**src/rtl/fir_pkg.sv**
```systemverilog
// Shared constants and types for the FIR tap sequencer.
// Optional saturation is selected with the FIR_SAT_EN macro (see fir_mac_unit).
package fir_pkg;

  localparam int unsigned IN_BITS        = 16;
  localparam int unsigned COEF_BITS      = 16;
  localparam int unsigned OUT_BITS       = 16;
  localparam int unsigned COUNTER_BITS   = 6;
  localparam int unsigned NUMBER_OF_TAPS = 64;
  localparam int unsigned OUT_SHIFT      = 15;

  // Wide enough that summing NUMBER_OF_TAPS full-scale products cannot overflow.
  localparam int unsigned ACC_BITS = IN_BITS + COEF_BITS + COUNTER_BITS;

  typedef enum logic [1:0] {
    StIdle,
    StLoad,
    StMac,
    StOut
  } fir_state_e;

endpackage

```
**src/rtl/fir_mac_unit.sv**
```systemverilog
// Signed multiply-accumulate with round-half-up, arithmetic shift and narrowing.
// FIR_SAT_EN defined: the narrowed result saturates and a clipped indication is produced.
// FIR_SAT_EN undefined: the narrowed result wraps (low OUT_BITS bits kept).
module fir_mac_unit
  import fir_pkg::*;
(
  input  logic                        clk,
  input  logic                        rst,
  input  logic                        clear,
  input  logic                        enable,
  input  logic signed [IN_BITS-1:0]   tap_data,
  input  logic signed [COEF_BITS-1:0] coef_data,
`ifdef FIR_SAT_EN
  output logic                        clipped,
`endif
  output logic signed [OUT_BITS-1:0]  result
);

  localparam int unsigned ProdBits = IN_BITS + COEF_BITS;
  localparam logic signed [ACC_BITS:0] RoundBias = (ACC_BITS + 1)'(1) <<< (OUT_SHIFT - 1);

  logic signed [ProdBits-1:0] tap_ext;
  logic signed [ProdBits-1:0] coef_ext;
  logic signed [ProdBits-1:0] product;
  logic signed [ACC_BITS-1:0] acc_q;
  logic signed [ACC_BITS-1:0] acc_sum;
  logic signed [ACC_BITS:0]   rounded;
  logic signed [ACC_BITS:0]   shifted;

  assign tap_ext  = ProdBits'(tap_data);
  assign coef_ext = ProdBits'(coef_data);
  assign product  = tap_ext * coef_ext;
  // The sum including the current product, so the last tap is folded into the result.
  assign acc_sum  = acc_q + ACC_BITS'(product);
  assign rounded  = (ACC_BITS + 1)'(acc_sum) + RoundBias;
  assign shifted  = rounded >>> OUT_SHIFT;

  // Accumulator: cleared at the start of a sweep, advanced once per tap.
  always_ff @(posedge clk or posedge rst) begin
    if (rst) begin
      acc_q <= '0;
    end else if (clear) begin
      acc_q <= '0;
    end else if (enable) begin
      acc_q <= acc_sum;
    end
  end

`ifdef FIR_SAT_EN
  localparam logic signed [ACC_BITS:0] OutMax = (ACC_BITS + 1)'((1 <<< (OUT_BITS - 1)) - 1);
  localparam logic signed [ACC_BITS:0] OutMin = ~OutMax;

  // Clamp the shifted sum into the signed output range.
  always_comb begin
    result  = shifted[OUT_BITS-1:0];
    clipped = 1'b0;
    if (shifted > OutMax) begin
      result  = OutMax[OUT_BITS-1:0];
      clipped = 1'b1;
    end else if (shifted < OutMin) begin
      result  = OutMin[OUT_BITS-1:0];
      clipped = 1'b1;
    end
  end
`else
  logic unused_shifted;

  // Two's-complement wrap: keep only the low output bits.
  always_comb begin
    result = shifted[OUT_BITS-1:0];
  end

  assign unused_shifted = ^shifted[ACC_BITS:OUT_BITS];
`endif

endmodule

```
**src/rtl/fir_tap_sequencer.sv**
```systemverilog
// FIR tap sequencer: input handshake, delay-line launch strobe, tap sweep and output handshake.
// FIR_SAT_EN adds the sticky sat_flag output and saturating narrowing in fir_mac_unit.
module fir_tap_sequencer
  import fir_pkg::*;
(
  input  logic                           clk,
  input  logic                           rst,
  input  logic signed [IN_BITS-1:0]      in_data,
  input  logic                           in_valid,
  output logic                           in_ready,
  output logic                           phase_min,
  output logic signed [IN_BITS-1:0]      pipe_din,
  output logic        [COUNTER_BITS-1:0] current_count,
  input  logic signed [IN_BITS-1:0]      tap_data,
  output logic        [COUNTER_BITS-1:0] coef_addr,
  input  logic signed [COEF_BITS-1:0]    coef_data,
  output logic signed [OUT_BITS-1:0]     out_data,
  output logic                           out_valid,
  input  logic                           out_ready,
`ifdef FIR_SAT_EN
  output logic                           sat_flag,
`endif
  output logic                           busy
);

  localparam logic [COUNTER_BITS-1:0] LastTap = COUNTER_BITS'(NUMBER_OF_TAPS - 1);

  fir_state_e                    state_q, state_d;
  logic                          in_ready_q, in_ready_d;
  logic                          phase_min_q, phase_min_d;
  logic signed [IN_BITS-1:0]     pipe_din_q, pipe_din_d;
  logic        [COUNTER_BITS-1:0] count_q, count_d;
  logic signed [OUT_BITS-1:0]    out_data_q, out_data_d;
  logic                          out_valid_q, out_valid_d;
  logic                          busy_q, busy_d;
  logic                          mac_clear;
  logic                          mac_enable;
  logic signed [OUT_BITS-1:0]    mac_result;
`ifdef FIR_SAT_EN
  logic                          mac_clipped;
  logic                          sat_flag_q, sat_flag_d;
`endif

  fir_mac_unit u_mac (
    .clk       (clk),
    .rst       (rst),
    .clear     (mac_clear),
    .enable    (mac_enable),
    .tap_data  (tap_data),
    .coef_data (coef_data),
`ifdef FIR_SAT_EN
    .clipped   (mac_clipped),
`endif
    .result    (mac_result)
  );

  // Next-state and registered-output logic for the IDLE/LOAD/MAC/OUT sequence.
  always_comb begin
    state_d     = state_q;
    in_ready_d  = in_ready_q;
    phase_min_d = phase_min_q;
    pipe_din_d  = pipe_din_q;
    count_d     = count_q;
    out_data_d  = out_data_q;
    out_valid_d = out_valid_q;
    busy_d      = busy_q;
    mac_clear   = 1'b0;
    mac_enable  = 1'b0;
`ifdef FIR_SAT_EN
    sat_flag_d  = sat_flag_q;
`endif
    unique case (state_q)
      StIdle: begin
        in_ready_d = 1'b1;
        // Only an edge where in_ready is already visible upstream completes a handshake.
        if (in_valid && in_ready_q) begin
          pipe_din_d  = in_data;
          phase_min_d = 1'b1;
          in_ready_d  = 1'b0;
          busy_d      = 1'b1;
          state_d     = StLoad;
        end
      end
      StLoad: begin
        phase_min_d = 1'b0;
        mac_clear   = 1'b1;
        count_d     = '0;
        state_d     = StMac;
      end
      StMac: begin
        mac_enable = 1'b1;
        if (count_q == LastTap) begin
          out_data_d  = mac_result;
          out_valid_d = 1'b1;
          busy_d      = 1'b0;
          state_d     = StOut;
`ifdef FIR_SAT_EN
          sat_flag_d  = sat_flag_q | mac_clipped;
`endif
        end else begin
          count_d = count_q + 1'b1;
        end
      end
      StOut: begin
        if (out_ready) begin
          out_valid_d = 1'b0;
          in_ready_d  = 1'b1;
          count_d     = '0;
          state_d     = StIdle;
        end
      end
      default: begin
        state_d = StIdle;
      end
    endcase
  end

  // State and output registers; reset aborts any sweep in progress.
  always_ff @(posedge clk or posedge rst) begin
    if (rst) begin
      state_q     <= StIdle;
      in_ready_q  <= 1'b0;
      phase_min_q <= 1'b0;
      pipe_din_q  <= '0;
      count_q     <= '0;
      out_data_q  <= '0;
      out_valid_q <= 1'b0;
      busy_q      <= 1'b0;
`ifdef FIR_SAT_EN
      sat_flag_q  <= 1'b0;
`endif
    end else begin
      state_q     <= state_d;
      in_ready_q  <= in_ready_d;
      phase_min_q <= phase_min_d;
      pipe_din_q  <= pipe_din_d;
      count_q     <= count_d;
      out_data_q  <= out_data_d;
      out_valid_q <= out_valid_d;
      busy_q      <= busy_d;
`ifdef FIR_SAT_EN
      sat_flag_q  <= sat_flag_d;
`endif
    end
  end

  assign in_ready      = in_ready_q;
  assign phase_min     = phase_min_q;
  assign pipe_din      = pipe_din_q;
  assign current_count = count_q;
  assign coef_addr     = count_q;
  assign out_data      = out_data_q;
  assign out_valid     = out_valid_q;
  assign busy          = busy_q;
`ifdef FIR_SAT_EN
  assign sat_flag      = sat_flag_q;
`endif

endmodule

```
**config.mk**
```make
export PLATFORM = sky130hd
export DESIGN_NAME = fir_tap_sequencer
export DESIGN_NICKNAME = d
export VERILOG_FILES = /design/src/rtl/fir_pkg.sv /design/src/rtl/fir_mac_unit.sv /design/src/rtl/fir_tap_sequencer.sv
export SDC_FILE = /design/constraint.sdc
export NUM_CORES = 1
export LEC_CHECK = 0
export BUFFER_PORTS_ARGS = -buffer_cell sky130_fd_sc_hd__buf_2
export CAP_MARGIN = 25
export CELL_PAD_IN_SITES_DETAIL_PLACEMENT = 1
export CELL_PAD_IN_SITES_GLOBAL_PLACEMENT = 1
export CORE_MARGIN = 1
export CORE_UTILIZATION = 50
export CTS_CLUSTER_SIZE = 10
export DETAILED_ROUTE_END_ITERATION = 7
export PLACE_DENSITY_LB_ADDON = 0.05
export SLEW_MARGIN = 20
export SYNTH_ARGS = -nofsm -noshare
export SYNTH_HDL_FRONTEND = slang
export SYNTH_HIERARCHICAL = 1
export SYNTH_SLANG_ARGS = --single-unit
```
**constraint.sdc**
```tcl
create_clock -name clk -period 6.5 [get_ports clk]
set_input_delay 0.325 -clock clk [delete_from_list [all_inputs] [get_ports clk]]
set_output_delay 0.325 -clock clk [all_outputs]
set_load 0.1 [all_outputs]
```
; Word level (Yosys, flattened, before mapping)
; Cells that the tools add are included.
[word_totals]
register_bits = 82
in_bits = 52
output_inout_bits = 48
wordCells = 58
[op_classes]
n_addsub = 3
n_mul = 1
eq_ne = 8
n_mux = 21
n_reduce_logical = 16
[op_table]
columns = op, count
row1 = 2-to-1 mux 38 bit, 2
row2 = adder 38 x 32 -> 38 bit, 1
row3 = multiplier 16 x 16 -> 32 bit, 1
row4 = "adder 31 x 16 -> 31 bit, second input constant", 1
row5 = one-hot mux 6 bit (3 select lines), 1
row6 = 2-to-1 mux 6 bit, 2
row7 = AND reduction 3 bit, 4
row8 = nonzero test 2 bit, 5
row9 = 2-to-1 mux 1 bit, 8
row10 = "inequality test 2 bit, second input constant", 4
row11 = one-hot mux 1 bit (2 select lines), 4
row12 = one-hot mux 2 bit (4 select lines), 1
row13 = AND reduction 2 bit, 4
row14 = "adder 6 x 1 -> 6 bit, second input constant", 1
row15 = "equality test 6 bit, second input constant", 1
row16 = 2-to-1 mux 2 bit, 3
row17 = "equality test 2 bit, second input constant", 2
row18 = nonzero test 3 bit, 1
row19 = "equality test 2 x 1 -> 1 bit, second input constant", 1
row20 = zero test 2 bit, 1
row21 = logical AND 1 bit, 1

; Depth between registers and ports, before layout
; Gate-level depths: netlist of the first run.
[depth]
depth_word = 4
mapped_depth = 27
mapped_depth_nobuf = 26

; Modules after synthesis
; Netlist of the first run, hierarchy kept.
[modules_own_cells]
columns = mod, n_inst, cells_per_inst, area_per_inst_um2, seq_area_each_um2
row1 = fir_mac_unit, 1, 1316, 12238.0, 775.7
row2 = fir_tap_sequencer, 1, 148, 2053.2, 1101.1

; Worst setup path after synthesis of the first run
; No wires, ideal clock.
[synth_path]
path_type = input -> register
startpoint = input port coef_data[1]
endpoint = register out_data_q[12] (netlist: out_data[12])
setup_ns = 0.126
t_arrival_ns = 6.506
t_required_ns = 6.374
slack_ns = -0.132
stages = 24
n_path_buf = 2
cell_sequence = clkbuf_1 > nand2_1 > fa_1 > fa_1 > fa_1 > inv_1 > fa_1 > fa_1 > inv_1 > fa_1 > inv_1 > ha_1 > clkbuf_1 > a211oi_1 > o21ai_0 > inv_1 > and4_2 > a2111oi_2 > nor4b_4 > nand4_2 > and3b_2 > nand4_1 > xnor2_1 > mux2_4
[synth_between]
elab_chain_len = 3
[synth_rtl]
columns = item, line_no
row1 = from (decl), fir_tap_sequencer.sv:16  ; input logic signed [COEF_BITS-1:0] coef_data,
row2 = multiplier 16 x 16 -> 32 bit, fir_mac_unit.sv:32  ; assign product = tap_ext * coef_ext;
row3 = adder 38 x 32 -> 38 bit, fir_mac_unit.sv:34  ; assign acc_sum = acc_q + ACC_BITS'(product);
row4 = adder 31 x 16 -> 31 bit, fir_mac_unit.sv:35  ; assign rounded = (ACC_BITS + 1)'(acc_sum) + RoundBias;
row5 = net mac_result[12], fir_tap_sequencer.sv:38  ; logic signed [OUT_BITS-1:0] mac_result;
row6 = to (signal assigned), fir_tap_sequencer.sv:138  ; out_data_q <= out_data_d;
row7 = to (decl), fir_tap_sequencer.sv:33  ; logic signed [OUT_BITS-1:0] out_data_q, out_data_d;
; The timed path passes the listed nets, and every way through them passes these cells.
; A chain may end at the register's enable or synchronous reset.

; Final worst setup path of the first run
[layout_path]
startpoint = input port tap_data[13]
endpoint = register out_data_q[15] (netlist: out_data[15])
[layout_between]
elab_chain_len = 3
[layout_rtl]
columns = item, line_no
row1 = from (decl), fir_tap_sequencer.sv:14  ; input logic signed [IN_BITS-1:0] tap_data,
row2 = multiplier 16 x 16 -> 32 bit, fir_mac_unit.sv:32
row3 = adder 38 x 32 -> 38 bit, fir_mac_unit.sv:34
row4 = adder 31 x 16 -> 31 bit, fir_mac_unit.sv:35
row5 = net mac_result[15], fir_tap_sequencer.sv:38
; The timed path passes the listed nets, and every way through them passes these cells.

==> metrics.md, run 1 <==
| Metric | Value |
|---|---|
| Wire length per cell | `18.1 um` |
| Num CTS Buffers | `9` |
| IO buf count | `99` |
| Slew Viols, Final | `0` |
| Layout cell share with drive strength beyond 1 | `23.1%` |
| Routed Antenna Nets | `0` |
| Nets | `2122` |
| Commonest non-fill, non-tap cell in the layout | `inv_1` |
| Post-Synthesis Cells | `1464` |
| CTS clk-pin slew, worst paths | `0.07 ns` |
| Fmax | `0.157 GHz` |
| Met2 Usage GRT | `50.8%` |
| Critical path type | `in -> reg` |
| Status | `complete, no violations` |
| Worst path required time | `6.73 ns` |
| Post-synthesis mux area share | `4.69%` |
| Critical Path Sink Type | `flop` |
| Post-Synth XOR/XNOR Area | `3.19%` |
| Synth top area cells | `fa_1 (40%), dfrtp_1 (13%), inv_1 (8.9%)` |
| Drc violations | `0` |
| Pre-antenna DRT Iters | `5` |
| RSZ-0062 raised after global routing | `yes` |
| Clk root buf | `clkbuf_16` |
| R2R Setup Slk | `0.61 ns` |
| Global Route met1 Usage | `35.4%` |
| Placed Area | `16200 sq um` |
| # IOs | `100` |
| Area share of fa/ha/maj cells after synthesis | `48.8%` |
| Syn_nets | `1902` |
| Sequential-to-total area share from yosys stat | `13.1%` |
| # H-tree levels | `3` |
| Endpoints failing setup | `0` |
| Starting Density | `51.2%` |
| Gpl congestion | `0.807` |
| Fraction of registers with async set/reset | `100%` |
| Die ar. | `29300 sq um` |
| Final period demand of the worst path | `6.37 ns` |
| Met3 usage | `2.43%` |
| Area leader, netlist | `fa_1` |
| Worst EP arrival | `6.60 ns` |
| Vias | `10.6k` |
| Hold Fails Final Rpt | `0` |
| Simple-gate share of the synthesized area | `13.7%` |
| Die Y | `171 um` |
| Synth top area share | `39.9%` |
| Vias in the first global route | `12.1k` |
| Fin crit share | `98.1%` |
| Post-Syn Area per Cell | `9.76 sq um` |
| Worst-margin pin slew | `0.930 ns` |
| Vias per cell | `5.13` |
| Core Box Area | `27900 sq um` |
| Startpoint types | `input pin` |
| Yosys warns | `6` |
| Largest net degree at the start of global routing | `47` |
| Clock skew | `0.0128 ns` |
| Hold Slack | `0.199 ns` |
| First-pass GRT wire length | `62.2 mm` |
| Number of distinct library cells after synthesis | `77` |
| Die width | `171 um` |
| Number of enable flip-flop cells after synthesis | `0` |
| Post-synth top flop | `dfrtp_1` |
| Initial antenna violation count | `0` |
| CTS tree | `built` |
| Largest family of logic cells by synthesized area | `adder cells` |
| Hold Path Class | `in -> reg` |
| Compound-Gate Fraction of Synth Area | `5.75%` |
| MaxCap Viol Count | `0` |
| Rel. slew slack | `38.0%` |
| Cell area after synthesis | `14300 sq um` |
| GRT busiest layer | `met2` |
| GRT Total Usage | `27.5%` |
| Worst skew pair latency | `0.35 ns` |
| Final HPWL DP | `32.0 mm` |
| Post-route cell area | `16900 sq um` |
| Post-Route WL | `37.5 mm` |
| Clock sink total | `75` |
| Fillers | `3191` |
| Synth-to-Final Area Change | `18.4%` |
| GRT Residual Overflow | `0` |
| Most frequent cells in the layout | `inv_1 (336), fa_1 (276), buf_4 (168), nand2_1 (140), and2_1 (112)` |
| CP max FO | `7` |
| Maximum clock insertion buffer count | `2` |
| Site Rows | `61` |
| Seq cells post-synth | `75` |
| DRT iter0 DRCs | `346` |
| Ant diodes | `0` |
| Core Util, Final | `60.6%` |
[critical path, stage by stage]
cell and delay [ns]:
buf_4 0.15, and2_4 0.16, fa_1 0.55, inv_1 0.06, fa_1 0.46, fa_1 0.51, inv_1 0.05, fa_1 0.50
fa_1 0.53, inv_1 0.06, fa_1 0.48, inv_1 0.05, ha_1 0.28, a21o_2 0.23, and2_2 0.20, o21a_1 0.18
o22a_1 0.25, o311a_1 0.34, or3_2 0.46, and4_2 0.29, nand4_1 0.12, xor2_1 0.08, mux2_2 0.27
[flip-flops by register name (all words and copies together), names as in the netlist]
name,cells
phase_min,1
out_valid,1
pipe_din,16
state_q,2
in_ready,1
u_mac/acc_q,31
out_data,16
busy,1
coef_addr,6
[final timing paths]
check / from / endpoint / cells after the start
worst max-delay path: tap_data[13] / out_data[15] / 23
worst min-delay path: in_data[0] / pipe_din[0] / 2
worst max register to register: u_mac/acc_q[7] / out_data[12] / 21
worst min register to register: out_data[1] / out_data[1] / 1
max in group asynchronous: rst / u_mac/acc_q[13] / 4
min in group asynchronous: rst / pipe_din[8] / 3
[Yosys cell counts (all sizes together) (15+ instances only)]
library cell	n
buf	15
dfrtp	75
nor2	57
o21ai	19
ha	101
inv	338
fa	285
xnor2	42
nand2	146
a21oi	25
mux2i	25
mux2	34
clkbuf	39
and2	124
[per-stage QoR]
step / worst slack, ns / cells / TNS, ns
4_1_cts: 0.00301 / 2062 / 0
6_report: 0.126 / 2067 / 0
3_5_place_dp: -0.530 / 2046 / -5.16
5_1_grt: -0.0798 / 2067 / -0.169
3_3_place_gp: -0.347 / 2046 / -2.60
2_1_floorplan: 0.00456 / 1464 / 0
[cell type report]
class                   count  area [sq um]  share of cell area (%)
multi-input cells         997         11200                    65.9
inverters                 338          1270                    7.50
clock buffers               9           225                    1.33
repair buffers            263          1840                    10.8
clock inverters             7          85.1                   0.503
flip-flops and latches     75          1880                    11.1
well taps                 378           473                    2.80
[routing by layer]
layer / up-vias / wire length [um]
li1: 4872 / -
met5: - / 0
met1: 5555 / 16000
met3: 36 / 816
met4: 0 / 486
met2: 149 / 20200
[what timing repair did]
| item | in CTS | in global routing |
|---|---|---|
| hold buffers | 0 | 1 |
| endpoints found under the setup margin | 8 | 12 |
| resized for setup | 11 | 93 |
| hold endpoints to repair | 0 | 8 |
| pin swaps | 1 | 23 |
| gates cloned | 0 | 0 |
| setup buffers | 0 | 3 |
[cells by family (layout without fill, tap and decap cells)]
logic type,after synthesis,count (layout)
buffers and inverters,392,617
and+or+nand+nor,388,388
adders and majority gates,386,386
AOI/OAI and AO/OA,112,112
DFF,75,75
muxes,59,59
xor gates and xnor gates,52,52
Power of run 1 is not shown: default switching activity piles up to over one toggle a cycle in this logic, so the estimate is an artifact.
==> inputs of run 2 (changes only) <==
==> constraint.sdc (replaced) <==
create_clock -name clk -period 6.5 [get_ports clk]
set_input_delay 0.65 -clock clk [delete_from_list [all_inputs] [get_ports clk]]
set_output_delay 0.65 -clock clk [all_outputs]
set_load 0.1 [all_outputs]
==> run 2 against run 1 <==
  * The flow now finishes with violations (negative setup slack)
  * Flip-flop and latch count unchanged
  * Clock skew shrank 0.0066 ns
  * Clock-buffer cell count grew 1
  * Cell count increased by 0.77%
==> metrics.md, run 2 (synthesis gave the netlist of run 1 again) <==
| Metric | Value |
|---|---|
| CP max FO | `4 (-3)` |
| Initial antenna violation count | `0 (unchanged)` |
| Die Y | `171 um (unchanged)` |
| Hold Fails Final Rpt | `0 (unchanged)` |
| Die width | `171 um (unchanged)` |
| Starting Density | `51.2% (unchanged)` |
| Die ar. | `29300 sq um (unchanged)` |
| GRT Residual Overflow | `0 (unchanged)` |
| Status | `complete, but fails checks` |
| Worst Setup EP | `out_data[14]` |
| Worst EP arrival | `6.83 ns (+0.23 ns)` |
| Hold Path Class | `in -> async` |
| Worst path required time | `6.73 ns (about the same)` |
| Vias in the first global route | `12.7k (+4.5%)` |
| Crit. Startpoint | `tap_data[1]` |
| Vias per cell | `5.28 (+2.8%)` |
| Drc violations | `0 (unchanged)` |
| Hold Slack | `0.329 ns (+0.130 ns)` |
| Pre-antenna DRT Iters | `5 (unchanged)` |
| Ant diodes | `0 (unchanged)` |
| Critical Path Max Stage Delay | `0.58 ns (+0.03 ns)` |
| Fin worst setup slack | `-0.103 ns (-0.229 ns)` |
| Critical Path Sink Type | `flop` |
| Synth-to-Final Area Change | `22.6%` |
| Crit path buf inv count | `8 (+3)` |
| CTS tree | `built` |
| Worst-margin pin slew | `1.02 ns (+0.0895 ns)` |
| R2R Path Start | `u_mac/acc_q[9]` |
| Crit path max-delay family | `adder cells` |
| Reg2Reg Depth | `20 (-4.8%)` |
| Post-Route WL | `41.6 mm (+11%)` |
| CP max stage cell | `fa_1` |
| Critical path type | `in -> reg` |
| Vias | `11.0k (+3.6%)` |
| CTS clk-pin slew, worst paths | `0.06 ns (about the same)` |
| IO buf count | `99 (unchanged)` |
| Largest net degree at the start of global routing | `47 (unchanged)` |
| Commonest non-fill, non-tap cell in the layout | `inv_1` |
| First-pass GRT wire length | `65.0 mm (+4.5%)` |
| Final period demand of the worst path | `6.60 ns (+0.229 ns)` |
| CTS Hold Bufs | `0 (unchanged)` |
| Slew Viols, Final | `0 (unchanged)` |
| Flip-flop count of the largest register after layout | `31 (unchanged)` |
| Num CTS Buffers | `9 (unchanged)` |
| Worst skew pair latency | `0.35 ns (about the same)` |
| Clk root buf | `clkbuf_16` |
| Endpoints failing setup | `7 (+7)` |
| # IOs | `100 (unchanged)` |
| Most frequent cells in the layout | `inv_1 (317), fa_1 (276), buf_4 (173), nand2_1 (136), and2_1 (95)` |
| Core Util, Final | `62.7% (+2.1 points)` |
| Nets | `2138 (+0.75%)` |
| Rel. slew slack | `32.1% (-6.0 points)` |
| Violated checks | `negative setup slack` |
| CP Depth | `27 (+17%)` |
| RSZ-0062 raised after global routing | `yes` |
| MaxCap Viol Count | `0 (unchanged)` |
| R2R Setup Slk | `0.51 ns (-0.10 ns)` |
| Startpoint types | `input pin` |
| Layout cell share with drive strength beyond 1 | `28.0% (+4.8 points)` |
| Cell mode on critical path | `fa_1` |
| Maximum clock insertion buffer count | `2 (unchanged)` |
| Wire length per cell | `20.0 um (+10%)` |
| Clock sink total | `75 (unchanged)` |
| Clock skew | `0.00620 ns (-0.00661 ns)` |
| Fmax | `0.151 GHz (-3.5%)` |
| Site Rows | `61 (unchanged)` |
| Final HPWL DP | `33.3 mm (+4.1%)` |
| DRT iter0 DRCs | `428 (+24%)` |
| Top reg by flops | `u_mac/acc_q` |
| R2r endpoint | `out_data[15]` |
| Gpl congestion | `0.844 (+4.6%)` |
| Routed Antenna Nets | `0 (unchanged)` |
| # H-tree levels | `3 (unchanged)` |
| Fin crit share | `102% (+3.5 points)` |
| GRT Total Usage | `28.8% (+1.3 points)` |
| Core Box Area | `27900 sq um (unchanged)` |
run 2: cell type report:
type | instances | area, sq um
clock buffer | 10 | 239
tap | 378 | 473
inverter | 338 | 1270
sequential | 75 | 1880
timing repair buffer | 279 | 2120
fill | 3174 | 10400
clock inverter | 6 | 47.5
multi-input combinational | 997 | 11500
run 2: metal layers:
layer  vias up  GRT usage, %  share of wire, %
met3        79          2.43               2.7
met4         0          7.30               3.0
li1       4896             -                 -
met5         -             0                 0
met2       215          51.3                53
met1      5808          37.7                42
run 2: stage by stage:
stage / setup WS, ns / instances / setup TNS (ns) / cell area (sq um)
CTS: -0.0996 / 2071 / -0.297 / 17000
global placement: -0.466 / 2042 / -4.65 / 16400
global route: -0.337 / 2083 / -2.44 / 17500
detailed placement: -0.594 / 2042 / -6.46 / 16400
floorplan: -0.0580 / 1464 / -0.114 / 14600
finish: -0.103 / 2083 / -0.365 / 17500
run 2: repair_timing:
item	in CTS	in global routing
gates cloned	0	1
endpoints found under the setup margin	12	14
pin swaps	28	58
gates resized for setup	53	115
buffers inserted	13	12
run 2: worst min path at each step:
stage	startpoint	to	slack, ns	cells after the start
after floorplan	u_mac/acc_q[8]	u_mac/acc_q[8]	0.48	2
after global placement	out_data[3]	out_data[3]	0.47	1
after detailed placement	out_data[3]	out_data[3]	0.47	1
after CTS	rst	u_mac/acc_q[24]	0.43	3
after global routing	rst	out_data[10]	0.35	2
final	rst	out_data[11]	0.33	2
Power of run 2 is left out for the same reason.
